===== src/rtl/cpu_types_pkg.sv =====
// Shared CPU datapath types: word/register widths, back-half pipeline
// register layouts and the data-memory access state encoding.
package cpu_types_pkg;

    typedef logic [31:0] word_t;
    typedef logic [4:0]  regbits_t;

    localparam word_t WORD_MAX = '1;

    typedef enum logic [1:0] {
        IDLE,
        ACCESS,
        HALTED
    } mem_state_t;

    // EX/MEM pipeline register contents
    typedef struct packed {
        logic     valid;
        logic     RegWr;
        logic     MemToReg;
        logic     dREN;
        logic     dWEN;
        logic     halt;
        regbits_t wsel;
        word_t    aluout;
        word_t    storedata;
    } exmem_t;

    // MEM/WB pipeline register contents
    typedef struct packed {
        logic     valid;
        logic     RegWr;
        regbits_t wsel;
        word_t    wdat;
    } memwb_t;

    // Increment that sticks at the all-ones value instead of wrapping
    function automatic word_t sat_inc(input word_t v);
        return (v == WORD_MAX) ? v : v + 32'd1;
    endfunction

endpackage


===== src/rtl/ex_mem_wb_stage_mem_access_fsm.sv =====
// Data-memory access sequencer for the MEM stage: owns the IDLE/ACCESS/HALTED
// state, the registered request strobes and the upstream stall.
module mem_access_fsm
    import cpu_types_pkg::*;
(
    input  logic clk_i,
    input  logic rst_ni,
    input  logic dhit_i,
    input  logic nxt_ren_i,    // entry being loaded into EX/MEM is a valid load
    input  logic nxt_wen_i,    // entry being loaded into EX/MEM is a valid store
    input  logic halt_cap_i,   // MEM/WB is capturing a valid halt this edge
    output logic access_o,
    output logic halted_o,
    output logic mem_stall_o,
    output logic done_o,
    output logic dmem_ren_o,
    output logic dmem_wen_o
);

    mem_state_t state_q;
    logic       ren_q;
    logic       wen_q;
    logic       loading;

    assign access_o    = (state_q == ACCESS);
    assign halted_o    = (state_q == HALTED);
    assign mem_stall_o = halted_o | (access_o & ~dhit_i);
    assign loading     = ~mem_stall_o;
    assign done_o      = access_o & dhit_i;
    assign dmem_ren_o  = access_o & ren_q;
    assign dmem_wen_o  = access_o & wen_q;

    // State and request registers advance only on edges where EX/MEM loads
    always_ff @(posedge clk_i or negedge rst_ni) begin
        if (!rst_ni) begin
            state_q <= IDLE;
            ren_q   <= 1'b0;
            wen_q   <= 1'b0;
        end else begin
            case (state_q)
                IDLE, ACCESS: begin
                    if (loading) begin
                        if (halt_cap_i) begin
                            state_q <= HALTED;
                            ren_q   <= 1'b0;
                            wen_q   <= 1'b0;
                        end else if (nxt_ren_i | nxt_wen_i) begin
                            state_q <= ACCESS;
                            ren_q   <= nxt_ren_i;
                            wen_q   <= nxt_wen_i;
                        end else begin
                            state_q <= IDLE;
                            ren_q   <= 1'b0;
                            wen_q   <= 1'b0;
                        end
                    end
                end
                HALTED: begin
                    state_q <= HALTED;
                    ren_q   <= 1'b0;
                    wen_q   <= 1'b0;
                end
                default: begin
                    state_q <= IDLE;
                    ren_q   <= 1'b0;
                    wen_q   <= 1'b0;
                end
            endcase
        end
    end

endmodule


===== src/rtl/ex_mem_wb_stage.sv =====
// Back half of the five-stage pipeline: EX/MEM and MEM/WB registers, data
// memory sequencing, forwarding-unit taps and register-file write port.
// Optional macro MEM_STAGE_STATS_EN adds stall_cycles / mem_ops counters.
module ex_mem_wb_stage
    import cpu_types_pkg::*;
(
    input  logic        CLK,
    input  logic        nRST,
    input  logic        ex_valid,
    input  logic        ex_RegWr,
    input  logic        ex_MemToReg,
    input  logic        ex_dREN,
    input  logic        ex_dWEN,
    input  logic        ex_halt,
    input  logic [4:0]  ex_wsel,
    input  logic [31:0] ex_aluout,
    input  logic [31:0] ex_storedata,
    input  logic        flush,
    input  logic        dhit,
    input  logic [31:0] dmemload,
    output logic        dmemREN,
    output logic        dmemWEN,
    output logic [31:0] dmemaddr,
    output logic [31:0] dmemstore,
    output logic        mem_stall,
    output logic [4:0]  MEMwsel,
    output logic        MEMRegWr,
    output logic [31:0] MEMresult,
    output logic [4:0]  WBwsel,
    output logic        WBRegWr,
    output logic [31:0] wb_wdat,
    output logic        wb_halt
`ifdef MEM_STAGE_STATS_EN
    ,
    output logic [31:0] stall_cycles,
    output logic [31:0] mem_ops
`endif
);

    exmem_t exmem_q, exmem_d;
    memwb_t memwb_q, memwb_d;

    logic in_access;
    logic halted;
    logic done;
    logic retire;
    logic halt_cap;
    logic nxt_ren;
    logic nxt_wen;

    // EX/MEM advances (and its entry retires into MEM/WB) whenever not stalled
    assign retire   = ~mem_stall;
    assign halt_cap = retire & exmem_q.valid & exmem_q.halt;
    assign nxt_ren  = ~flush & ex_valid & ex_dREN;
    assign nxt_wen  = ~flush & ex_valid & ex_dWEN;

    mem_access_fsm u_fsm (
        .clk_i       (CLK),
        .rst_ni      (nRST),
        .dhit_i      (dhit),
        .nxt_ren_i   (nxt_ren),
        .nxt_wen_i   (nxt_wen),
        .halt_cap_i  (halt_cap),
        .access_o    (in_access),
        .halted_o    (halted),
        .mem_stall_o (mem_stall),
        .done_o      (done),
        .dmem_ren_o  (dmemREN),
        .dmem_wen_o  (dmemWEN)
    );

    // Next EX/MEM contents: hold while stalled, bubble on flush
    always_comb begin
        exmem_d = exmem_q;
        if (retire) begin
            if (flush) begin
                exmem_d = '0;
            end else begin
                exmem_d.valid     = ex_valid;
                exmem_d.RegWr     = ex_RegWr;
                exmem_d.MemToReg  = ex_MemToReg;
                exmem_d.dREN      = ex_dREN;
                exmem_d.dWEN      = ex_dWEN;
                exmem_d.halt      = ex_halt;
                exmem_d.wsel      = ex_wsel;
                exmem_d.aluout    = ex_aluout;
                exmem_d.storedata = ex_storedata;
            end
        end
    end

    // Next MEM/WB contents: retiring entry passes through, anything else is a bubble
    always_comb begin
        memwb_d = '0;
        if (retire) begin
            memwb_d.valid = exmem_q.valid;
            memwb_d.RegWr = exmem_q.RegWr & ~exmem_q.dWEN;
            memwb_d.wsel  = exmem_q.wsel;
            memwb_d.wdat  = (in_access & exmem_q.dREN) ? dmemload : exmem_q.aluout;
        end
    end

    // Pipeline registers
    always_ff @(posedge CLK or negedge nRST) begin
        if (!nRST) begin
            exmem_q <= '0;
            memwb_q <= '0;
        end else begin
            exmem_q <= exmem_d;
            memwb_q <= memwb_d;
        end
    end

    assign dmemaddr  = in_access ? exmem_q.aluout    : '0;
    assign dmemstore = in_access ? exmem_q.storedata : '0;

    // Loads are not forwardable from MEM: their data only exists at WB
    assign MEMwsel   = exmem_q.wsel;
    assign MEMRegWr  = exmem_q.valid & exmem_q.RegWr & ~exmem_q.MemToReg;
    assign MEMresult = exmem_q.aluout;

    assign WBwsel    = memwb_q.wsel;
    assign WBRegWr   = memwb_q.valid & memwb_q.RegWr;
    assign wb_wdat   = memwb_q.wdat;
    assign wb_halt   = halted;

`ifdef MEM_STAGE_STATS_EN
    logic [31:0] stall_cycles_q;
    logic [31:0] mem_ops_q;

    // Saturating activity counters
    always_ff @(posedge CLK or negedge nRST) begin
        if (!nRST) begin
            stall_cycles_q <= '0;
            mem_ops_q      <= '0;
        end else begin
            if (mem_stall & ~halted) begin
                stall_cycles_q <= sat_inc(stall_cycles_q);
            end
            if (done) begin
                mem_ops_q <= sat_inc(mem_ops_q);
            end
        end
    end

    assign stall_cycles = stall_cycles_q;
    assign mem_ops      = mem_ops_q;
`endif

endmodule


===== config.mk =====
export PLATFORM = sky130hd
export DESIGN_NAME = ex_mem_wb_stage
export DESIGN_NICKNAME = d
export VERILOG_FILES = /design/src/rtl/cpu_types_pkg.sv /design/src/rtl/ex_mem_wb_stage_mem_access_fsm.sv /design/src/rtl/ex_mem_wb_stage.sv
export SDC_FILE = /design/constraint.sdc
export NUM_CORES = 1
export LEC_CHECK = 0
export CAP_MARGIN = 20
export CORE_MARGIN = 2
export CORE_UTILIZATION = 40
export DETAILED_ROUTE_END_ITERATION = 6
export GPL_ROUTABILITY_DRIVEN = 0
export HOLD_SLACK_MARGIN = 0.15
export PLACE_DENSITY = 0.85
export SKIP_CTS_REPAIR_TIMING = 1
export SLEW_MARGIN = 40
export SYNTH_ARGS = -nofsm -noshare
export SYNTH_HDL_FRONTEND = slang
export SYNTH_HIERARCHICAL = 1
export SYNTH_SLANG_ARGS = --single-unit

===== constraint.sdc =====
create_clock -name CLK -period 1.7 [get_ports CLK]
set_input_delay 0.255 -clock CLK [delete_from_list [all_inputs] [get_ports CLK]]
set_output_delay 0.255 -clock CLK [all_outputs]
set_load 0.01 [all_outputs]

* Word-level counts from Yosys, hierarchy flattened
Cells that the tools add are included.
** Operators by class
- Equality and inequality tests :: 3
- Multiplexer cells :: 17
- Reduce and logical (&&, ||, !) cells :: 2
- Bitwise gates (word level) :: 20
** Operator list (count)
- 2-to-1 mux 32 bit :: 3
- 2-to-1 mux 75 bit :: 1
- 2-to-1 mux 39 bit :: 1
- bitwise AND 1 bit :: 13
- 2-to-1 mux 1 bit :: 9
- NOT 1 bit :: 5
- 2-to-1 mux 2 bit :: 2
- one-hot mux 2 bit (2 select lines) :: 1
- equality test 2 x 1 -> 1 bit (second input constant) :: 1
- equality test 2 bit (second input constant) :: 1
- zero test 2 bit :: 1
- != test 2 bit (second input constant) :: 1
- OR 1 bit :: 2
- OR reduction 2 bit :: 1
** Word-level totals
- Input port bits :: 111
- Register bits after elaboration :: 118
- Logic and storage cells :: 58

* Depth between registers and ports, before layout
Gate-level depths: netlist (run 1).
- Depth after elaboration :: 9
- Mapped depth :: 7

* Modules after synthesis
Netlist (run 1), hierarchy kept.
** By module, submodules not included
- ex_mem_wb_stage :: area an instance 6057.1 um2, instances 1, cells each 632
- mem_access_fsm :: area an instance 219.0 um2, instances 1, cells each 23

* Worst setup path before layout (run 1)
No wires, ideal clock.
- Path kind :: reg-to-reg
- From :: register u_fsm.state_q[1]
- To :: register u_fsm.state_q[0]
- Library setup time :: 0.128 ns
- Path slack :: 0.098 ns
- Arrival :: 1.474 ns
- Cell stages (with the launch flop) :: 8
- Period minus slack after synthesis :: 1.602 ns
- Path buffers :: 1
- Cell sequence :: dfrtp_1 -> and2b_1 -> o21bai_1 -> buf_4 -> nor2b_1 -> and2_1 -> o21bai_1 -> a21oi_1
** RTL lines
- from (decl) :: RTL line ex_mem_wb_stage_mem_access_fsm.sv:20 : mem_state_t state_q;
- from (signal assigned) :: RTL line ex_mem_wb_stage_mem_access_fsm.sv:36 : state_q <= IDLE;
- from (signal assigned) :: RTL line ex_mem_wb_stage_mem_access_fsm.sv:44 : state_q <= HALTED;
- from (signal assigned) :: RTL line ex_mem_wb_stage_mem_access_fsm.sv:48 : state_q <= ACCESS;
- equality test 2 bit :: RTL line ex_mem_wb_stage_mem_access_fsm.sv:26 : assign halted_o = (state_q == HALTED);
- named net wb_halt :: RTL line ex_mem_wb_stage.sv:32 : output logic wb_halt
- OR 1 bit :: RTL line ex_mem_wb_stage_mem_access_fsm.sv:27 : assign mem_stall_o = halted_o | (access_o & ~dhit_i);
- named net mem_stall :: RTL line ex_mem_wb_stage.sv:25 : output logic mem_stall,
- NOT 1 bit
- bitwise AND 1 bit (2 in series) :: RTL line ex_mem_wb_stage.sv:53 : assign halt_cap = retire & exmem_q.valid & exmem_q.halt;
- named net halt_cap :: RTL line ex_mem_wb_stage.sv:47 : logic halt_cap;
- 2-to-1 mux 2 bit :: RTL line ex_mem_wb_stage_mem_access_fsm.sv:43 : if (halt_cap_i) begin
- 2-to-1 mux 2 bit :: RTL line ex_mem_wb_stage_mem_access_fsm.sv:42 : if (loading) begin
- one-hot mux 2 bit (2 select lines) :: RTL line ex_mem_wb_stage_mem_access_fsm.sv:40 : case (state_q)
The timed path passes the listed nets, and every way through them passes these cells. The select of a mux whose other input is x is not followed.
A chain may end at the register's enable or synchronous reset.

* Final worst setup path (run 1)
- From :: register u_fsm.state_q[1]
- To :: output dmemstore[3]
** Between the ends
- Longest elaborated chain between the ends :: 2
** Ends and longest elaborated chain
- equality test 2 x 1 -> 1 bit :: RTL line ex_mem_wb_stage_mem_access_fsm.sv:25 : assign access_o = (state_q == ACCESS);
- named net in_access :: RTL line ex_mem_wb_stage.sv:43 : logic in_access;
- 2-to-1 mux 32 bit :: RTL line ex_mem_wb_stage.sv:115 : assign dmemstore = in_access ? exmem_q.storedata : '0;
- to (decl) :: RTL line ex_mem_wb_stage.sv:24 : output logic [31:0] dmemstore,
The timed path passes the listed nets, and every way through them passes these cells.

==> impl_metrics.ini, run 1 <==
[outcome]
status = finished, violations left
violations = negative setup slack

[die]
floorplan.io_pins = 255
initial_utilization_pct = 41.1
design.die.area_um2 = 16700
die_width_um = 129
fp.coreArea_um2 = 15300
die_y_um = 129
std_cell_rows = 45

[finish]
numnets_final = 965
utilization_pct = 61.2
fillers = 1283
final_cell_count_no_fill = 1078
area_growth_pct = 48.9
proportion_of_layout_cells_with_a_drive_suffix_above_1_pct = 23.2
num_antenna_cells = 0

[timing]
post_layout_minimum_cycle_time_ps = 1790
hold_violations = 0
worst_clock_skew_ps = 9.23
maxSlewHeadroom_pct = 57.4
final_critical_path_setup_slack_ps = -87.5
maximum_achievable_frequency_mhz = 559
worst_hold_slack_ps = 335
rsz0062_at_grt = true
layout_worst_path_cycle_share_pct = 105
final_setup_viols = 68
final_max_slew_viol_count = 0
setup_tns_ps = -4520
worstMarginPinSlew_ps = 639

[worst_setup_path]
crit_path_cell_trace = nor2b_4 > buf_4 > buf_12 > and2_1 > clkbuf_2
cp_max_fo = 22
critical-path-slowest-cell = sky130_fd_sc_hd__dfrtp_1
regToRegStartpoint = u_fsm/state_q[1]
critical_path_required_ps = 1440
critical-path-max-stage-delay_ps = 400
critPathLaunch = u_fsm/state_q[1]
crit_path_end_kind = output pin
timing.setup.critical_path_class = flip-flop to output pin
worstSetupStartpointType = flip-flop
cp_data_arrival_time_ps = 1530

[synthesis]
yosysWarnings = 6
synthesis.area_um2 = 6270
synthesis.nets = 765
synth.avg_cell_area_um2 = 9.59
synthesis.instances = 654

[grt]
overflow = 0
grt_pass1_vias = 4662
grt_antenna_before_repair = 0
groute.usage.overall_pct = 18.8
grt_first_pass_wirelength_um = 24400
grt_start_max_net_pins = 119

[drt]
remaining_drc_errors = 0
wl_per_cell_um = 16.0
routed_wirelength_um = 17200
detail_route.vias_per_cell = 4.70
antenna_left = 0
via_count_of_the_routed_design = 5070
1st_pass_router_iterations = 5
detail_route.iter0.violations = 195

[min_path]
worst_hold_path_type = input port to flip-flop
min-delay-start = flush

[power]
pwr-share-comb_pct = 42.5
total_power_uw = 14200
power.switching_uw = 4560
leakage_uw = 0.00428
cell_internal_pwr_uw = 9630
ir_worst_vdd_uv = 685
p_per_area_nw_per_um2 = 1520
power_frac_seq_pct = 29.8
share_clk_of_total_power_pct = 27.7
power_switching_share_pct = 32.1

[run]
maxCapViolations = 0

[placed_design]
dp_hpwl_um = 10700
buffer_ports.inserted = 254
dp.cells = 1021

[clock_tree]
cts.path.max_buffers = 2
ctsRootBufferMaster = sky130_fd_sc_hd__clkbuf_16
insertion_delay_ps = 420
htree_num_levels = 4
tritoncts_num_sinks = 118
cts_made_buffers = 17
cts_tree = done
clk_pin_slew_worst_paths_ps = 60
placed cells by master, fill, tap and decap left out, types with 2 or more instances in the layout:
cell                                n
sky130_fd_sc_hd__clkbuf_2          32
sky130_fd_sc_hd__clkbuf_16         24
sky130_fd_sc_hd__buf_12             6
sky130_fd_sc_hd__buf_16             3
sky130_fd_sc_hd__a22o_1             3
sky130_fd_sc_hd__clkinv_2           3
sky130_fd_sc_hd__o21ai_0           11
sky130_fd_sc_hd__a21bo_2            8
sky130_fd_sc_hd__a21oi_1           10
sky130_fd_sc_hd__nand2b_1          73
sky130_fd_sc_hd__nor2_1             4
sky130_fd_sc_hd__clkbuf_8           2
sky130_fd_sc_hd__nand2_1           75
sky130_fd_sc_hd__nand3b_1           2
sky130_fd_sc_hd__dfrtp_2            3
sky130_fd_sc_hd__buf_4             27
sky130_fd_sc_hd__a21oi_2           26
sky130_fd_sc_hd__nor2b_4            2
sky130_fd_sc_hd__dlymetal6s2s_1     8
sky130_fd_sc_hd__and2_4            12
sky130_fd_sc_hd__bufinv_16          5
sky130_fd_sc_hd__and2b_1            2
sky130_fd_sc_hd__clkbuf_1           4
sky130_fd_sc_hd__clkdlybuf4s50_1  178
sky130_fd_sc_hd__nor2b_1            5
sky130_fd_sc_hd__dfrtp_1          115
sky130_fd_sc_hd__o21ai_1           61
sky130_fd_sc_hd__and2_1            56
sky130_fd_sc_hd__buf_6             19
sky130_fd_sc_hd__buf_2             23
sky130_fd_sc_hd__a21bo_1           24
sky130_fd_sc_hd__nand3_1           32
critical path: cells and delay by family, from the launching register on:
| family | cells | cell delay [ps] |
|---|---|---|
| DFF | 1 | 400 |
| buffers and inverters | 3 | 400 |
| and+or+nand+nor | 2 | 310 |
sequential cells by signal, summed over array words and instances (netlist names):
register / count
WBwsel: 5
wb_wdat: 32
u_fsm/state_q: 2
exmem_q: 38
MEMwsel: 5
memwb_q: 2
MEMresult: 32
u_fsm/wen_q: 1
u_fsm/ren_q: 1
per-layer routing:
metal | vias to the layer above | GRT usage (%) | part of all wire, %
met5 | - | 0 | 0
li1 | 2455 | - | -
met4 | 0 | 7.03 | 1.6
met3 | 24 | 6.07 | 6.2
met2 | 182 | 30.8 | 50
met1 | 2409 | 23.3 | 42
worst paths after layout:
path / endpoint / slack (ps) / cells after the start
max: dmemstore[3] / -90 / 5
min: MEMwsel[0] / 330 / 3
max reg2reg: MEMresult[4] / 10 / 8
min reg2reg: memwb_q[37] / 450 / 1
max in group asynchronous: MEMresult[1] / 720 / 3
min in group asynchronous: exmem_q[72] / 470 / 3
layout make-up:
class / instances / area (µm²) / area share [%]
timing repair buffer: 305 / 2980 / 31.9
clock buffer: 23 / 468 / 5.01
multi-input combinational: 411 / 2500 / 26.7
clock inverter: 9 / 173 / 1.85
tap: 211 / 264 / 2.83
inverter: 1 / 3.75 / 0.0402
sequential: 118 / 2960 / 31.7
power by group through the flow:
stage          Clock [µW]  Combinational, µW  Sequential, µW
6_report             3930               6040            4230
5_1_grt              4120               6480            4360
4_1_cts              3990               5270            4240
3_5_place_dp            0               5250            4270
3_3_place_gp            0               5170            4240
2_1_floorplan           0               3610            4050
metrics by stage:
| stage | instance area, µm² | worst slack [ps] |
|---|---|---|
| after floorplan | 6270 | 98.5 |
| after global placement | 8500 | -145 |
| after detailed placement | 8500 | -176 |
| after CTS | 9140 | -566 |
| after global routing | 9340 | -179 |
| final | 9340 | -87.5 |
(Power assumes the default switching activity.)
==> run 2, diff against run 1 <==
--- a/config.mk
+++ b/config.mk
@@ -12,7 +12,6 @@
 export GPL_ROUTABILITY_DRIVEN = 0
 export HOLD_SLACK_MARGIN = 0.15
 export PLACE_DENSITY = 0.85
-export SKIP_CTS_REPAIR_TIMING = 1
 export SLEW_MARGIN = 40
 export SYNTH_ARGS = -nofsm -noshare
 export SYNTH_HDL_FRONTEND = slang
==> impl_metrics.ini, run 2 (synthesis gave the netlist of run 1 again) <==
[timing]
final_max_slew_viol_count = 0
rsz0062_at_grt = true
hold_violations = 0
final_setup_viols = 68
layout_worst_path_cycle_share_pct = 108
worst_clock_skew_ps = 9.62
maximum_achievable_frequency_mhz = 545
worst_hold_slack_ps = 360
maxSlewHeadroom_pct = 57.7
setup_tns_ps = -4880
post_layout_minimum_cycle_time_ps = 1830
worstMarginPinSlew_ps = 634
final_critical_path_setup_slack_ps = -133

[worst_setup_path]
crit_path_end_kind = output pin
critical_path_required_ps = 1440
timing.setup.critical_path_class = flip-flop to output pin
cp_max_fo = 11
cp_data_arrival_time_ps = 1580
worstSetupStartpointType = flip-flop

[grt]
overflow = 0
groute.usage.overall_pct = 20.0
grt_first_pass_wirelength_um = 25700
grt_antenna_before_repair = 1
grt_start_max_net_pins = 119
grt_pass1_vias = 4868

[drt]
wl_per_cell_um = 15.9
routed_wirelength_um = 17200
detail_route.vias_per_cell = 4.74
detail_route.iter0.violations = 276
antenna_left = 0
via_count_of_the_routed_design = 5114
remaining_drc_errors = 0
1st_pass_router_iterations = 4

[finish]
most_used_cells_in_the_layout_excluding_fill_and_tap_cells = sky130_fd_sc_hd__clkdlybuf4s50_1, sky130_fd_sc_hd__dfrtp_1, sky130_fd_sc_hd__nand2_1
proportion_of_layout_cells_with_a_drive_suffix_above_1_pct = 25.4
commonest_non_fill_non_tap_cell_in_the_layout = sky130_fd_sc_hd__clkdlybuf4s50_1
num_antenna_cells = 0
final_cell_count_no_fill = 1080
numnets_final = 967
largest_register_by_flop_count = exmem_q
largest_reg_flops = 38
area_growth_pct = 53.1

[die]
fp.coreArea_um2 = 15300
design.die.area_um2 = 16700
die_y_um = 129
std_cell_rows = 45
initial_utilization_pct = 41.1
floorplan.io_pins = 255
die_width_um = 129

[clock_tree]
ctsRootBufferMaster = sky130_fd_sc_hd__clkbuf_16
clk_pin_slew_worst_paths_ps = 60
insertion_delay_ps = 410
htree_num_levels = 4
cts.path.max_buffers = 2
cts_tree = done
cts_made_buffers = 17
tritoncts_num_sinks = 118

[outcome]
violations = negative setup slack
status = finished, violations left

[placed_design]
dp.cells = 1021
buffer_ports.inserted = 254
dp_hpwl_um = 10700

[run]
maxCapViolations = 0

[min_path]
worst_hold_path_type = input port to flip-flop

[power]
p_per_area_nw_per_um2 = 1510
ir_worst_vdd_uv = 699
leakage_uw = 0.00432
==> run 2: cell count changes in the layout (fill, tap and decap cells not counted), moves of 7 or more <==
cell | previous run | this run
sky130_fd_sc_hd__o21ai_1 | 61 | 53
sky130_fd_sc_hd__a21bo_2 | 8 | 1
sky130_fd_sc_hd__and2_1 | 56 | 49
sky130_fd_sc_hd__clkbuf_2 | 32 | 0
sky130_fd_sc_hd__buf_2 | 23 | 45
sky130_fd_sc_hd__and2_4 | 12 | 19
sky130_fd_sc_hd__buf_6 | 19 | 32
sky130_fd_sc_hd__a21bo_4 | 0 | 7
sky130_fd_sc_hd__o21ai_0 | 11 | 18
==> run 2: metrics by stage <==
| stage | worst slack, ps | utilization (%) | total power, µW | instance area (µm²) |
|---|---|---|---|---|
| after detailed placement | -176 | 55.7 | 9520 | 8500 |
| after CTS | -159 | 60.1 | 13900 | 9170 |
| after floorplan | 98.5 | - | 7660 | 6270 |
| after global placement | -145 | 55.7 | 9410 | 8500 |
| final | -133 | 62.9 | 14500 | 9600 |
| after global routing | -209 | 62.9 | 15300 | 9600 |
==> run 2: metal layers <==
metal	vias to the layer above	track usage, %	share of wire (%)
met5	-	0	0
met1	2439	24.9	41
met3	22	6.07	7.1
met4	0	7.61	1.7
li1	2461	-	-
met2	192	32.7	50
==> run 2: final cells by class <==
type,instances,area [µm²]
clock buffer,23,468
clock inverter,9,173
fill,1245,5660
inverter,1,3.75
multi-input combinational,411,2590
sequential,118,2960
tap,211,264
timing repair buffer,307,3140
==> run 2: repair_timing <==
item	CTS	global route
endpoints found under the hold margin	118	0
hold buffers	1	0
endpoints found under the setup margin	76	170
buffers inserted	12	5
gates resized for setup	303	64
pin swaps	6	23
cloned	5	6
==> run 2: power by group <==
part / internal (µW) / switching [µW] / leakage, µW
combinational: 3560 / 2830 / 0.00248
clock: 2670 / 1250 / 0.000311
sequential: 3680 / 549 / 0.00153
==> run 2: path summary, 6_finish.rpt <==
check | startpoint | cells past startpoint | slack, ps | to
worst max register to register | u_fsm/state_q[0] | 9 | 10 | wb_wdat[4]
worst min-delay path | flush | 3 | 360 | MEMwsel[1]
max in group asynchronous | nRST | 3 | 720 | MEMresult[1]
min in group asynchronous | nRST | 3 | 480 | exmem_q[72]
worst max-delay path | u_fsm/state_q[0] | 6 | -130 | dmemstore[3]
worst min register to register | exmem_q[70] | 1 | 450 | memwb_q[37]
==> run 2: critical path, cell delays in order, from the launching register on <==
cell,delay [ps]
sky130_fd_sc_hd__dfrtp_1,380
sky130_fd_sc_hd__nor2b_4,140
sky130_fd_sc_hd__buf_6,120
sky130_fd_sc_hd__buf_6,120
sky130_fd_sc_hd__buf_12,130
sky130_fd_sc_hd__and2_1,140
sky130_fd_sc_hd__buf_2,130
==> patch 1: new RTL, settings of run 2 <==
Re-encode `mem_state_t` (3 states) as one-hot, 3 bits wide.
--- a/src/rtl/cpu_types_pkg.sv
+++ b/src/rtl/cpu_types_pkg.sv
@@ -9,6 +9,6 @@
 
-    typedef enum logic [1:0] {
-        IDLE,
-        ACCESS,
-        HALTED
+    typedef enum logic [2:0] {
+        IDLE   = 3'b001,
+        ACCESS = 3'b010,
+        HALTED = 3'b100
     } mem_state_t;
Check against the original RTL: same outputs for any inputs over 4 cycles, from zero or initial values and one cycle with nRST low; so few cycles prove little.
==> patch 1 against run 2 <==
The run still ends with setup timing left. Critical path depth up 1. Sequential cell count up 1. Area after synthesis up 1.1%. Register-to-register slack worse by 0.50 ns. Final area up 8.4%. Count of clock-buffer cells in the layout down 2. Non-clock buffer count up 23. Setup slack worse by 0.36 ns. Routed wire length up 20%. Worst hold slack worse by 0.14 ns. Critical endpoint is now u_fsm/state_q[0]. Largest cell class unchanged. Highest routed layer unchanged.
Power is not compared: it rests on default switching activity, and its combinational part moved more than twofold at a synthesized area within 25%.
==> patch 1: results (changes against run 2) <==
- Hpwl dp: 11.3 mm (was 10.7 mm)
- Worst Skew: 0.00852 ns (was 0.00962 ns)
- DRT iter0 DRCs: 242 (was 276)
- Routed wl met3: 1.39 mm (was 1.23 mm)
- Vias in the first global route: 5324 (was 4868)
- Failing checks: setup timing (unchanged)
- Peak fanout along the critical path: 3 (was 11)
- Met2 WL: 10.8 mm (was 8.59 mm)
- Leak pwr: 0.00466 uW
- Worst Max-Slew Pin Slew: 0.490 ns (was 0.634 ns)
- Cell family with most CP delay: simple AND/OR/NAND/NOR gates (was buffers and inverters)
- Pre-CTS WS: -0.483 ns (was -0.176 ns)
- Slowest CP cell: or4b_4 (was dfrtp_1)
- Hold crit path type: in2async (was in2reg)
- Antenna violations before repair: 0 (was 1)
- CP max stage delay: 0.56 ns (was 0.38 ns)
- Drt total wl: 20.7 mm (was 17.2 mm)
- First-pass GRT wire length: 29.4 mm (was 25.7 mm)
- R2r worst-path depth: 7 (was 9)
- Final TNS setup: -50.63 ns (was -4.88 ns)
- CTS buffer count: 17 (unchanged)
- Total Nets Final: 996 (was 967)
- Worst setup margin: -0.492 ns (was -0.133 ns)
- Status: complete, but fails checks (unchanged)
- Largest net degree at the start of global routing: 66 (was 119)
- Final setup violation count: 185 (was 68)
- Drt via density: 4.95 (was 4.74)
- Share of cells above drive strength 1: 31.1% (was 25.4%)
- Gr usage total: 23.1% (was 20.0%)
- Crit path arrival time: 2.52 ns (was 1.58 ns)
- Syn_nets: 771 (was 765)
- DRT met1 WL: 8.00 mm (was 7.09 mm)
- Skew-Pair Late Insertion Delay: 0.41 ns (about the same)
- Pre-antenna DRT Iters: 7 (was 4)
==> patch 1: per-layer routing <==
layer,vias to the layer above,track usage (%)
met3,37,6.36
li1,2553,-
met2,220,40.6
met1,2701,26.6
met4,0,9.55
met5,-,0
==> patch 1: cell type report <==
type | instances | area (um^2)
inverter | 2 | 10.0
clock inverter | 11 | 195
multi-input combinational | 415 | 2680
timing repair buffer | 330 | 3810
fill | 1148 | 5250
sequential | 119 | 2980
clock buffer | 21 | 460
tap | 216 | 270
==> patch 1: worst reg2reg max path, cell delays in order, from the launching register on <==
cell	delay [ns]
dfrtp_1	0.43
buf_6	0.14
or4b_4	0.56
nand2_8	0.12
nor2b_4	0.04
and2_4	0.13
or4_1	0.49
mux2i_1	0.19
==> patch 1: per-stage QoR <==
step	hold WS (ns)	instance area [um^2]	util (%)	total power, uW	cells
3_3_place_gp	0.0970	8590	54.9	4600	1034
5_1_grt	0.224	10400	66.5	9330	1114
4_1_cts	0.191	9780	62.5	8890	1100
6_report	0.216	10400	66.5	9020	1114
2_1_floorplan	-0.0406	6350	-	4010	660
3_5_place_dp	0.0976	8590	54.9	4630	1034
==> patch 1: report_power, final <==
| group | total [uW] | leakage (uW) | switching [uW] | internal [uW] |
|---|---|---|---|---|
| combinational | 1780 | 0.00282 | 725 | 1060 |
| clock | 4020 | 0.000310 | 1340 | 2680 |
| sequential | 3220 | 0.00153 | 155 | 3060 |
==> patch 1: what timing repair did <==
action	in CTS	in global routing
gates cloned	17	7
setup buffers	17	13
setup endpoints to repair	156	191
gates resized for setup	343	115
hold endpoints to repair	119	0
pin swaps	9	3
hold buffers	1	0
==> patch 1: worst paths after layout <==
path                                        from               end  slack (ns)
max in group asynchronous                   nRST        exmem_q[4]        0.86
min in group CLK                           flush       exmem_q[71]        0.25
worst min register to register       exmem_q[70]       memwb_q[37]        0.47
worst max-delay path            u_fsm/state_q[2]  u_fsm/state_q[0]       -0.49
worst max register to register  u_fsm/state_q[2]  u_fsm/state_q[0]       -0.49
worst min-delay path                        nRST        exmem_q[5]        0.22
==> patch 2: new RTL, settings of run 2 <==
Without the edit above. The option `MEM_STAGE_STATS_EN` is turned on by a define.
--- a/src/rtl/ex_mem_wb_stage.sv
+++ b/src/rtl/ex_mem_wb_stage.sv
@@ -3,2 +3,4 @@
 // Optional macro MEM_STAGE_STATS_EN adds stall_cycles / mem_ops counters.
+`define MEM_STAGE_STATS_EN
+
 module ex_mem_wb_stage
Check against the original RTL (old outputs only; new: mem_ops and stall_cycles): equivalent (Yosys induction, for registers that start in step).
==> patch 2 against run 2 <==
The run still ends with setup timing left. Routed wire length is 110% higher. Setup slack worse by 0.23 ns. Combinational power is 47% higher. Power is 39% higher. Non-clock buffer count is 223 higher. Sequential share of layout area is 2.1 points lower. Clock skew hardly changed. Sequential cell count is 64 higher. Clock power is 20% higher. Critical path depth is 1 lower. Area after synthesis is 35% higher. Final area is 66% higher. Die area is 34% higher. Largest power group unchanged.
==> patch 2: results (changes against run 2) <==
- Drt total wl: 35.6 mm (was 17.2 mm)
- Skew-Pair Late Insertion Delay: 0.44 ns (was 0.41 ns)
- Peak VDD IR: 0.774 mV (was 0.699 mV)
- Root buffer cell: clkbuf_16 (unchanged)
- Antenna violations before repair: 1 (unchanged)
- Leading post-synthesis cells by cell area: dfrtp_1 54%, a22o_1 7.4%, buf_4 6.6%
- Port Buffers: 318 (was 254)
- Critical path origin: mem_ops[16] (was u_fsm/state_q[0])
- Final TNS setup: -45.94 ns (was -4.88 ns)
- DRT iter0 DRCs: 489 (was 276)
- Reg with most FFs: exmem_q (unchanged)
- Vias in the first global route: 8175 (was 4868)
- Leak pwr: 0.00832 uW (was 0.00432 uW)
- Final setup violation count: 242 (was 68)
- Worst Skew: 0.00924 ns (was 0.00962 ns)
- Drt via density: 5.44 (was 4.74)
- CTS clk-pin slew, worst paths: 0.07 ns
- Status: complete, but fails checks (unchanged)
- Peak fanout along the critical path: 3 (was 11)
- Hpwl dp: 18.5 mm (was 10.7 mm)
- Worst setup margin: -0.367 ns (was -0.133 ns)
- Hold crit path type: in2async (was in2reg)
- Share of cells above drive strength 1: 44.7% (was 25.4%)
- First-pass GRT wire length: 45.7 mm (was 25.7 mm)
- Syn_nets: 927 (was 765)
- Gr usage total: 26.9% (was 20.0%)
- Largest net degree at the start of global routing: 64 (was 119)
- Fillers: 1190 (was 1245)
- Clock sink count: 182 (was 118)
- Total Nets Final: 1365 (was 967)
- Crit path arrival time: 2.38 ns (was 1.58 ns)
- Failing checks: setup timing (unchanged)
- Pre-antenna DRT Iters: 7 (was 4)
- Worst Max-Slew Pin Slew: 0.497 ns (was 0.634 ns)
[patch 2: cell type report]
cell class | instances | share of cell area [%]
repair buffers | 530 | 37.0
flip-flops and latches | 182 | 28.7
multi-input cells | 512 | 27.6
clock buffers | 19 | 2.84
well taps | 275 | 2.16
clock inverters | 13 | 1.50
inverters | 9 | 0.212
diodes | 1 | 0.0157
[patch 2: worst paths after layout]
check                             endpoint  slack, ns  cells after the start
setup / recovery                mem_ops[1]      -0.37                      5
hold / removal               MEMresult[13]       0.26                      2
setup reg to reg                mem_ops[1]      -0.37                      5
hold reg to reg                memwb_q[37]       0.47                      1
max in group asynchronous  stall_cycles[4]       0.74                      3
min in group CLK               wb_wdat[15]       0.37                      3
[patch 2: cell families after synthesis]
group,count (synthesis),share of synthesized area (%)
simple gates,320,19.9
buf+inv,121,8.73
mux,3,0.428
compound gates,133,11.5
xor+xnor,53,5.48
flops,182,53.8
fa+ha+maj,2,0.295
[patch 2: metrics by stage]
step           setup slack, ns  cells  area (um^2)
6_report                -0.367   1541        15900
4_1_cts                 -0.307   1512        14500
3_3_place_gp            -0.388   1416        12400
2_1_floorplan           -0.513    814         8620
3_5_place_dp            -0.440   1416        12400
5_1_grt                 -0.512   1541        15900
[patch 2: repair_timing]
item | 4_1_cts | 5_1_grt
resized for setup | 475 | 335
endpoints found under the setup margin | 261 | 333
hold buffers | 1 | 0
pin swaps | 64 | 129
buffers inserted | 47 | 34
gates cloned | 20 | 12
hold endpoints to repair | 182 | 0
[patch 2: report_power, final]
part           internal [uW]  total, uW  switching, uW
Combinational           5250       9380           4140
Clock                   2870       4700           1830
Sequential              5330       6080            744
Total                  13400      20200           6710
[patch 2: critical path, stage by stage (launching register included)]
cell	delay [ns]
dfrtp_1	0.37
nand2_2	0.07
or4_4	0.56
or4_4	0.56
nand2_4	0.10
mux2_4	0.29
[patch 2: layer usage]
| metal | wire [um] | track usage (%) |
|---|---|---|
| met5 | 0 | 0 |
| met4 | 1370 | 8.95 |
| met3 | 2560 | 5.64 |
| met2 | 17900 | 45.5 |
| met1 | 13800 | 34.4 |
